**src/rtl/timer_pkg.sv**
```systemverilog
// Shared definitions for the memory-mapped timer: register map, CTRL/STAT bit
// positions, reset constants and the byte-lane write merge.
package timer_pkg;

  // Register index as decoded from addr[3:2]
  typedef enum logic [1:0] {
    REG_CTRL  = 2'd0,
    REG_COUNT = 2'd1,
    REG_CMP   = 2'd2,
    REG_STAT  = 2'd3
  } reg_sel_e;

  localparam int CTRL_EN   = 0;
  localparam int CTRL_AUTO = 1;
  localparam int CTRL_IE   = 2;
  localparam int STAT_PEND = 0;

  localparam logic [31:0] CMP_RESET = 32'hFFFF_FFFF;

  function automatic logic [31:0] byte_merge(input logic [31:0] old_v,
                                             input logic [31:0] new_v,
                                             input logic [3:0]  sel);
    logic [31:0] res;
    for (int b = 0; b < 4; b++) begin
      res[b*8 +: 8] = sel[b] ? new_v[b*8 +: 8] : old_v[b*8 +: 8];
    end
    return res;
  endfunction

endpackage

```
**src/rtl/timer_prescaler.sv**
```systemverilog
// Clock divider: one-cycle tick every div cycles while en is high; the phase
// counter is forced to 0 whenever en is low.
module timer_prescaler (
  input  logic        clk,
  input  logic        reset,
  input  logic        en,
  input  logic [15:0] div,
  output logic        tick
);

  logic [15:0] cnt_q, cnt_d;
  logic        wrap;

  assign wrap = (cnt_q == div - 16'd1);
  assign tick = en & wrap;

  always_comb begin
    cnt_d = cnt_q + 16'd1;
    if (!en || wrap) cnt_d = '0;
  end

  always_ff @(posedge clk or posedge reset) begin
    if (reset) cnt_q <= '0;
    else       cnt_q <= cnt_d;
  end

endmodule

```
**src/rtl/mmio_timer.sv**
```systemverilog
// Memory-mapped compare timer: CTRL/COUNT/CMP/STAT registers behind a simple
// CPU data-bus strobe, with a level interrupt on compare match.
module mmio_timer
  import timer_pkg::*;
#(
  parameter logic [31:0] BASE_ADDR = 32'h1000_0000,
  parameter int          PRESCALE  = 1
) (
  input  logic        clk,
  input  logic        reset,
  input  logic        ce,
  input  logic        we,
  input  logic [3:0]  sel,
  input  logic [31:0] addr,
  input  logic [31:0] data_i,
  output logic [31:0] data_o,
  output logic        irq
);

  logic [2:0]  ctrl_q, ctrl_d;
  logic [31:0] count_q, count_d;
  logic [31:0] cmp_q, cmp_d;
  logic        pend_q, pend_d;
  logic        hit, wr, tick, match;
  logic [31:0] rdata;
  reg_sel_e    rsel;
  logic [1:0]  unused_addr;

  assign unused_addr = addr[1:0];
  assign hit   = ce && (addr[31:4] == BASE_ADDR[31:4]);
  assign wr    = hit && we;
  assign rsel  = reg_sel_e'(addr[3:2]);
  assign match = (count_q == cmp_q);

  timer_prescaler u_presc (
    .clk   (clk),
    .reset (reset),
    .en    (ctrl_q[CTRL_EN]),
    .div   (16'(PRESCALE)),
    .tick  (tick)
  );

  // Tick result first; a CPU write then overrides only its enabled bytes
  always_comb begin
    ctrl_d  = ctrl_q;
    count_d = count_q;
    cmp_d   = cmp_q;
    pend_d  = pend_q;
    if (tick) begin
      count_d = (match && ctrl_q[CTRL_AUTO]) ? '0 : count_q + 32'd1;
    end
    if (wr) begin
      case (rsel)
        REG_CTRL:  if (sel[0]) ctrl_d = data_i[2:0];
        REG_COUNT: count_d = byte_merge(count_d, data_i, sel);
        REG_CMP:   cmp_d   = byte_merge(cmp_q, data_i, sel);
        REG_STAT:  if (sel[0] && data_i[STAT_PEND]) pend_d = 1'b0;
      endcase
    end
    // A match tick wins over a simultaneous W1C
    if (tick && match) pend_d = 1'b1;
  end

  always_ff @(posedge clk or posedge reset) begin
    if (reset) begin
      ctrl_q  <= '0;
      count_q <= '0;
      cmp_q   <= CMP_RESET;
      pend_q  <= 1'b0;
    end else begin
      ctrl_q  <= ctrl_d;
      count_q <= count_d;
      cmp_q   <= cmp_d;
      pend_q  <= pend_d;
    end
  end

  always_comb begin
    rdata = '0;
    case (rsel)
      REG_CTRL:  rdata[2:0] = ctrl_q;
      REG_COUNT: rdata = count_q;
      REG_CMP:   rdata = cmp_q;
      REG_STAT:  rdata[STAT_PEND] = pend_q;
    endcase
  end

  // CMP resets to all-ones, so reset must gate the read path explicitly
  assign data_o = (hit && !we && !reset) ? rdata : '0;
  assign irq    = pend_q & ctrl_q[CTRL_IE];

endmodule
```
**config.mk**
```make
export PLATFORM = sky130hd
export DESIGN_NAME = mmio_timer
export DESIGN_NICKNAME = d
export VERILOG_FILES = /design/src/rtl/timer_pkg.sv /design/src/rtl/timer_prescaler.sv /design/src/rtl/mmio_timer.sv
export SDC_FILE = /design/constraint.sdc
export NUM_CORES = 1
export LEC_CHECK = 0
export ABC_AREA = 0
export BUFFER_PORTS_ARGS = -buffer_cell sky130_fd_sc_hd__buf_2
export CAP_MARGIN = 20
export CORE_MARGIN = 2
export CORE_UTILIZATION = 35
export DETAILED_ROUTE_END_ITERATION = 10
export GPL_TIMING_DRIVEN = 0
export SETUP_SLACK_MARGIN = 0.5
export SYNTH_ARGS = -nofsm -noshare
export SYNTH_HDL_FRONTEND = slang
export SYNTH_SLANG_ARGS = --single-unit
```
**constraint.sdc**
```tcl
create_clock -name clk -period 3.23 [get_ports clk]
set_clock_uncertainty 0.2 [all_clocks]
set_input_delay 0.4845 -clock clk [delete_from_list [all_inputs] [get_ports clk]]
set_output_delay 0.4845 -clock clk [all_outputs]
set_load 0.02 [all_outputs]
```
==> results.toml, run 1 <==
[outcome]
outcome = "finished, final reports clean"

[logic_synthesis]
synthFlopType = "dfrtp_1"
synth-seq-cells = 84
yosysWarnings = 0
synthesis.nets = 641
synthTopCellsByArea = "dfrtp_1, dfstp_2, xnor2_1"
synth_area_leader_cell = "dfrtp_1"
async_reset_ff_share_pct = 100
yosysSeqAreaShare_pct = 39.3
syn_avg_cell_area_um2 = 9.71
synth_edf_count = 0
yosys-top-cells-count = "nor2_1, dfrtp_1, xnor2_1, nand2_1, nand3_1"
synth_top_area_share_pct = 23.9
synthesis.area_um2 = 5450
ys_types = 58
syn_inst = 561
synth.most_common_cell = "nor2_1"

[timing]
timing.final.crit_share_pct = 81.4
setup_viol = 0
hold_viol = 0
fin_setup_tns_ns = 0
fin_crit_ns = 2.63
rsz0062_at_grt = "true"
relSlewSlack_pct = 63.9
worst_pin_slew_ns = 0.540
slew_viol_final = 0
max_freq_mhz = 380
fin_hold_ws_ns = 0.160

[global_route]
grt.total_usage_pct = 19.2
overflow = 0
antenna_found_initial = 0
grt_pass1_vias = 4669
grt_first_pass_wirelength_mm = 24.7
grt_max_degree = 40

[clocking]
clock_path_buffers = 2
cts_tree = "done"
cts.clk_slew.worst_paths_ns = 0.06
cts-htree-levels = 3
root_buffer = "clkbuf_16"
clkLatencyLatePin_ns = 0.35
cts_buffers = 9
cts.sinks = 84

[die]
io_pins = 105
std_cell_rows = 45
die_h_um = 129
die_area_um2 = 16600
dieWidth_um = 129
core_um2 = 15200
start_util_pct = 35.8

[critical_path]
worst-path-stages = 9
crit_buf_inv = 4
cp-start-kind = "primary input"
crit_type = "in -> out"
cpMostUsedCell = "buf_4"
crit_family = "simple AND/OR/NAND/NOR gates"
crit_fanout = 10
slowest_delay_ns = 0.26
crit_path_top_delay_cell = "nor4_4"
crit_arrival_ns = 1.95
reg2regPathDepth = 8
cp-end-kind = "output pin"
cp.required_ns = 2.55
crit_chain = "buf_2 > nor4_4 > nand4_1 > nor2_4 > nand3_4 > buf_8 > buf_4 > nor2_1 > buf_4"

[hold_path]
hold_depth = 3
min_path_type = "in -> reg"

[cells_and_area]
diodes = 0
fillerInstances = 1514
final_cells = 871
final_util_pct = 44.1
layout.nets = 758
regArea_um2 = 2140
multi_input_area_um2 = 3150
syn_to_final_growth_pct = 23.2
layout-drive-gt1-share_pct = 36.9

[pwr]
power_density_nw_per_um2 = 344
peakVddDrop_mv = 0.209
p_leak_uw = 0.00273

[route]
ant_nets = 0
wl_mm = 15.7
vias_per_cell = 5.52
via_count = 4805
wire_per_inst_um = 18.1
dr.first_iter.drc_count = 308
drc_errors = 0
drtPass1Iterations = 5

[placement]
hpwl_mm = 11.9
port_buffers = 102
gp_congestion = 0.885
placed_cells = 853

[run]
cap_violations = 0
==> worst register-to-register path, cell delays in order, from the launching register on <==
cell	delay (ns)
dfrtp_1	0.36
buf_4	0.16
xnor2_1	0.30
nand4_1	0.20
nor4_4	0.55
nand4_4	0.28
inv_1	0.16
buf_6	0.18
o31ai_1	0.10
==> worst paths after layout <==
| check | startpoint | to | slack (ns) |
|---|---|---|---|
| worst max register to register | count_q[7] | count_q[17] | 0.61 |
| worst max-delay path | addr[19] | data_o[27] | 0.60 |
| min in group asynchronous | reset | ctrl_q[2] | 0.46 |
| worst min-delay path | data_i[24] | count_q[24] | 0.16 |
| worst min register to register | cmp_q[11] | cmp_q[11] | 0.31 |
| max in group asynchronous | reset | cmp_q[14] | 1.84 |
==> area by class of cell <==
type	count	share of cell area, %
Multi-Input combinational cell	426	46.9
Sequential cell	84	31.9
Tap cell	188	3.51
Clock buffer	12	3.67
Buffer	38	3.36
Timing Repair Buffer	106	8.73
Clock inverter	4	1.08
Inverter	13	0.783
==> power breakdown <==
| part | switching, µW | internal, µW |
|---|---|---|
| sequential | 0.0000216 | 1050 |
| clock | 421 | 698 |
| combinational | 81.3 | 52.7 |
==> registers in the layout (all words and copies together), names as in the netlist <==
signal and flops:
cmp_q 32, count_q 32, ctrl_q 3, pend_q 1, u_presc.cnt_q 16
==> placed cells by master, fill, tap and decap left out, types with 4 or more instances in the layout <==
master and n:
buf_2 103, nor2_1 55, dfrtp_1 52, xnor2_1 50, nand2_1 35, nand3_1 33
dfstp_2 32, mux2_2 31, a22oi_1 29, nand4_1 23, nor3_1 15, xor2_1 15
buf_4 14, clkbuf_1 12, inv_1 12, o21ai_0 12, and4_1 11, a21oi_1 10
o31ai_1 9, clkbuf_16 9, and3_1 8, ha_1 8, clkbuf_2 7, nor4_2 6
nor3_2 5, o31ai_2 5, o21a_1 5, o21ai_1 5, nor4_1 4, and2_1 4
nand4_4 4, a31oi_1 4
==> routing by layer <==
| layer | global-route usage (%) | vias up | wire (µm) | share of wire, % |
|---|---|---|---|---|
| met3 | 3.87 | 20 | 897 | 5.7 |
| met5 | 0 | - | 0 | 0 |
| met1 | 26.5 | 2313 | 7140 | 45 |
| met4 | 5.43 | 0 | 253 | 1.6 |
| li1 | - | 2290 | - | - |
| met2 | 30.8 | 182 | 7440 | 47 |
==> metrics by stage <==
stage,setup slack [ns],total power (µW),area [µm²]
after floorplan,0.621,1120,5450
after global placement,0.0585,1190,6190
final,0.600,2310,6710
after detailed placement,0.0168,1200,6230
after global routing,0.496,2390,6710
after CTS,0.481,2320,6630
==> cell families after synthesis <==
family	after synthesis	share of synthesized area, %
compound gates	94	12.6
xor+xnor	65	10.5
fa+ha+maj	8	1.84
buf+inv	51	4.34
flops	84	39.3
mux	33	6.78
simple gates	226	24.6
==> what timing repair did <==
| action | 4_1_cts | 5_1_grt |
|---|---|---|
| pin swaps | 2 | 3 |
| gates resized for setup | 20 | 26 |
| setup buffers | 1 | 0 |
| setup endpoints to repair | 31 | 45 |
| hold buffers | 1 | 0 |
| gates cloned | 0 | 0 |
| hold endpoints to repair | 3 | 0 |
Power figures use the tool's default switching activity.
==> run 2: changes to the inputs <==
- clock period: 3.23 -> 2.1 ns (I/O delays scaled with it)
==> run 2 against run 1 <==
The flow now finishes with violations (negative setup slack); sequential share of layout area fell by 7.0 points; non-clock buffer count grew 62; register-to-register slack got worse by 0.93 ns; largest cell class unchanged; highest routed layer unchanged.
==> results.toml, run 2 (same netlist as run 1, synthesis figures left out) <==
[cells_and_area]
reg_top3 = "cmp_q: 32 flops, count_q: 32 flops, u_presc.cnt_q: 16 flops"
layout-drive-gt1-share_pct = 54.3
design_area_um2 = 8600
fillerInstances = 1290
final_cell_mix = "buf_2, buf_6, dfrtp_1"
layout.nets = 821
diodes = 0
final_common_cell = "buf_2"
final_cells = 934
syn_to_final_growth_pct = 57.9

[route]
wire_per_inst_um = 20.1
drtPass1Iterations = 7
drc_errors = 0
ant_nets = 0
vias_per_cell = 5.63
via_count = 5257
wl_mm = 18.7
dr.first_iter.drc_count = 448

[critical_path]
reg2regPathDepth = 9
cpMostUsedCell = "buf_4"
regToRegStartpoint = "count_q[7]"
slowest_delay_ns = 0.36
cp.required_ns = 2.14
crit_type = "reg -> reg"
cp-end-kind = "flop"
cp-start-kind = "flop"
r2r_setup_slack_ns = -0.32
crit_chain = "buf_4 > xnor2_1 > nand4_1 > nor4_4 > buf_4 > nand4_4 > buf_6 > mux2i_1 > a21oi_1"
crit_fanout = 7
crit_path_top_delay_cell = "dfrtp_1"
reg2reg_to = "count_q[31]"
cp-startpoint = "count_q[7]"
crit_arrival_ns = 2.45

[timing]
worst_slack_ns = -0.315
fin_setup_tns_ns = -11.94
rsz0062_at_grt = "true"
max_freq_mhz = 414
slew_viol_final = 0
relSlewSlack_pct = 60.4
hold_viol = 0
timing.final.crit_share_pct = 115
fin_crit_ns = 2.42
fin_hold_ws_ns = 0.00437
setup_viol = 83
worst_pin_slew_ns = 0.594

[placement]
hpwl_mm = 12.4
placed_cells = 853
placedInstanceArea_um2 = 6640
gp_congestion = 0.841
port_buffers = 102

[global_route]
grt.total_usage_pct = 22.8
grt_pass1_vias = 5359
grt_first_pass_wirelength_mm = 29.0
antenna_found_initial = 0
overflow = 0
grt_max_degree = 42

[die]
die_h_um = 129
io_pins = 105
std_cell_rows = 45
start_util_pct = 35.8
dieWidth_um = 129
core_um2 = 15200
die_area_um2 = 16600

[clocking]
cts-htree-levels = 3
cts_tree = "done"
clkLatencyLatePin_ns = 0.36
cts_buffers = 9
cts.sinks = 84
clock_path_buffers = 2
root_buffer = "clkbuf_16"
cts.clk_slew.worst_paths_ns = 0.07

[hold_path]
min_from = "data_i[23]"
hold_end = "count_q[23]"
hold_depth = 3
min_path_type = "in -> reg"

[run]
cap_violations = 0

[pwr]
power.total_uw = 3830
p_leak_uw = 0.00346
peakVddDrop_mv = 0.334
power_density_nw_per_um2 = 446

[outcome]
violations = "negative setup slack"
outcome = "finished with violations"
[run 2: critical path, delay by kind of cell, from the launching register on]
family | cells | cell delay, ns
buffers and inverters | 3 | 0.51
muxes | 1 | 0.16
AOI/OAI and AO/OA | 1 | 0.06
DFF | 1 | 0.36
and+or+nand+nor | 3 | 0.74
xor gates and xnor gates | 1 | 0.25
[run 2: worst max-delay path by stage]
stage,to,slack [ns],cells past startpoint
after CTS,count_q[31],-0.24,11
after floorplan,count_q[24],-0.06,11
after global routing,count_q[20],-0.37,10
after global placement,count_q[30],-0.57,7
after detailed placement,data_o[30],-0.60,8
final,count_q[31],-0.32,9
[run 2: layout make-up]
type	instances	area, µm²	area share (%)
inverter	13	52.6	0.611
sequential	84	2150	25.0
timing repair buffer	168	1500	17.4
buffer	38	370	4.31
multi-input combinational	427	3950	45.9
tap	188	235	2.74
clock buffer	12	256	2.98
clock inverter	4	95.1	1.11
[run 2: per-layer routing]
layer	vias to the layer above	share of wire [%]	global-route usage (%)
li1	2423	-	-
met1	2616	44	30.2
met2	197	48	38.4
met3	21	5.8	4.24
met4	0	1.6	6.52
met5	-	0	0
[run 2: power breakdown]
part           switching [µW]  total, µW  internal, µW
registers           0.0000375       1620          1620
clock network             694       1920          1230
logic                     164        291           127
total                     858       3830          2980
[run 2: per-stage QoR]
stage / worst slack, ns / util (%)
detailed placement: -0.601 / 43.7
CTS: -0.237 / 54.3
global placement: -0.568 / 43.4
floorplan: -0.0643 / -
finish: -0.315 / 56.6
global route: -0.375 / 56.6
[run 2: what timing repair did]
| item | 4_1_cts | 5_1_grt |
|---|---|---|
| gates resized for setup | 188 | 49 |
| hold buffers | 11 | 1 |
| buffers inserted | 35 | 15 |
| endpoints found under the hold margin | 19 | 1 |
| setup endpoints to repair | 117 | 116 |
| gates cloned | 2 | 1 |
| pin swaps | 24 | 20 |
==> run 3: changes to the inputs <==
- CORE_UTILIZATION: 35 -> 46
- PLACE_DENSITY: unset -> 0.68
- clock period: 2.1 -> 2.8 ns (I/O delays scaled with it)
==> run 3 against run 2 <==
The run now ends clean; first-iteration DRC count up 11%; cell count down 7.6%; clock power decreased by 28%; critical endpoint is now count_q[22]; largest power group unchanged; highest routed layer unchanged.
==> results.toml, run 3 (same netlist as run 1, synthesis figures left out) <==
[route]
drtPass1Iterations = 5
via_count = 5324
wire_per_inst_um = 20.6
dr.first_iter.drc_count = 499
wl_mm = 17.8
ant_nets = 0
vias_per_cell = 6.17
drc_errors = 0

[clocking]
clock_path_buffers = 2
clkLatencyLatePin_ns = 0.34
cts_buffers = 9
cts.sinks = 84
cts.clk_slew.worst_paths_ns = 0.07
root_buffer = "clkbuf_16"
cts_tree = "done"
cts-htree-levels = 3

[hold_path]
min_path_type = "in -> reg"

[pwr]
peakVddDrop_mv = 0.244
power.total_uw = 2800
p_leak_uw = 0.00325
power_density_nw_per_um2 = 351

[timing]
worst_pin_slew_ns = 0.564
hold_viol = 0
setup_viol = 0
timing.final.crit_share_pct = 88.5
fin_crit_ns = 2.48
relSlewSlack_pct = 62.4
max_freq_mhz = 403
slew_viol_final = 0
rsz0062_at_grt = "true"

[cells_and_area]
syn_to_final_growth_pct = 46.6
reg_top3 = "cmp_q: 32 flops, count_q: 32 flops, u_presc.cnt_q: 16 flops"
fillerInstances = 792
final_cell_mix = "buf_2, dfrtp_1, xnor2_1"
layout-drive-gt1-share_pct = 52.5
diodes = 0
design_area_um2 = 7980
regArea_um2 = 2150
multi_input_area_um2 = 3800
layout.nets = 795
final_common_cell = "buf_2"

[critical_path]
crit_fanout = 4
cp-end-kind = "flop"
crit_type = "reg -> reg"
crit_arrival_ns = 2.53
r2r_setup_slack_ns = 0.32
cp-start-kind = "flop"
cp.required_ns = 2.85

[die]
dieWidth_um = 113
core_um2 = 11500
io_pins = 105
start_util_pct = 47.5
die_area_um2 = 12700
die_h_um = 113
std_cell_rows = 39

[global_route]
grt_max_degree = 43
grt.total_usage_pct = 26.4
grt_first_pass_wirelength_mm = 26.6
overflow = 0
antenna_found_initial = 0
grt_pass1_vias = 5136

[placement]
placedInstanceArea_um2 = 6260
hpwl_mm = 11.4
port_buffers = 102
gp_congestion = 0.898

[outcome]
outcome = "finished, final reports clean"

[run]
cap_violations = 0
-- run 3: cell types whose count changed in the layout (fill, tap and decap cells not counted), moves of 5 or more --
cell / previous run / this run
mux2_4: 26 / 0
buf_6: 55 / 38
nor2_4: 32 / 22
a22oi_2: 21 / 9
dlygate4sd3_1: 12 / 1
a22oi_1: 8 / 20
buf_2: 67 / 75
o21ai_2: 8 / 3
mux2_2: 5 / 31
nor2_1: 26 / 36
nand3_1: 32 / 27
-- run 3: critical path: stages (launching register included) --
cell and delay, ns:
dfrtp_1 0.39, inv_2 0.07, ha_4 0.13, nor4b_4 0.22, and4_1 0.25, buf_6 0.13, buf_6 0.11, nand4_4 0.13
buf_12 0.18, nor3_4 0.22, xnor2_2 0.10, o31ai_2 0.25
-- run 3: per-layer routing --
metal	GRT usage, %	vias to the layer above	share of wire [%]
met1	34.9	2594	40
met5	0	-	0
met3	4.23	42	7.8
met2	44.2	308	49
li1	-	2380	-
met4	9.02	0	2.8
-- run 3: worst paths after layout --
| kind | from | endpoint | cells past startpoint |
|---|---|---|---|
| hold reg to reg | cmp_q[12] | cmp_q[12] | 2 |
| setup / recovery | u_presc.cnt_q[0] | count_q[22] | 11 |
| setup reg to reg | u_presc.cnt_q[0] | count_q[22] | 11 |
| min in group asynchronous | reset | cmp_q[28] | 3 |
| max in group asynchronous | reset | cmp_q[15] | 4 |
| hold / removal | data_i[20] | count_q[20] | 3 |
-- run 3: cell type report --
type / instances / area share (%)
Buffer: 38 / 4.12
Clock buffer: 10 / 2.87
Clock inverter: 6 / 1.41
Inverter: 13 / 0.690
Multi-Input combinational cell: 427 / 47.7
Sequential cell: 84 / 26.9
Tap cell: 143 / 2.24
Timing Repair Buffer: 142 / 14.1
-- run 3: through the flow --
stage | util [%] | setup slack, ns | cells | hold WS [ns] | TNS [ns]
2_1_floorplan | - | 0.343 | 561 | 0.275 | 0
6_report | 69.6 | 0.321 | 863 | 0.106 | 0
3_5_place_dp | 54.6 | -0.111 | 808 | 0.292 | -0.906
3_3_place_gp | 54.3 | -0.0493 | 806 | 0.284 | -0.130
4_1_cts | 64.1 | 0.408 | 845 | 0.102 | 0
5_1_grt | 69.6 | 0.224 | 863 | 0.116 | 0
-- run 3: what timing repair did --
action / CTS / global route
hold buffers: 1 / 0
pin swaps: 36 / 45
gates cloned: 3 / 1
endpoints found under the setup margin: 74 / 88
endpoints found under the hold margin: 1 / 0
buffers inserted: 17 / 17
resized for setup: 147 / 115
-- run 3: power by group --
group	internal (µW)	switching, µW	total (µW)	leakage, µW
clock network	875	520	1390	0.000167
logic	81.9	109	191	0.00211
registers	1220	0.0000301	1220	0.000972
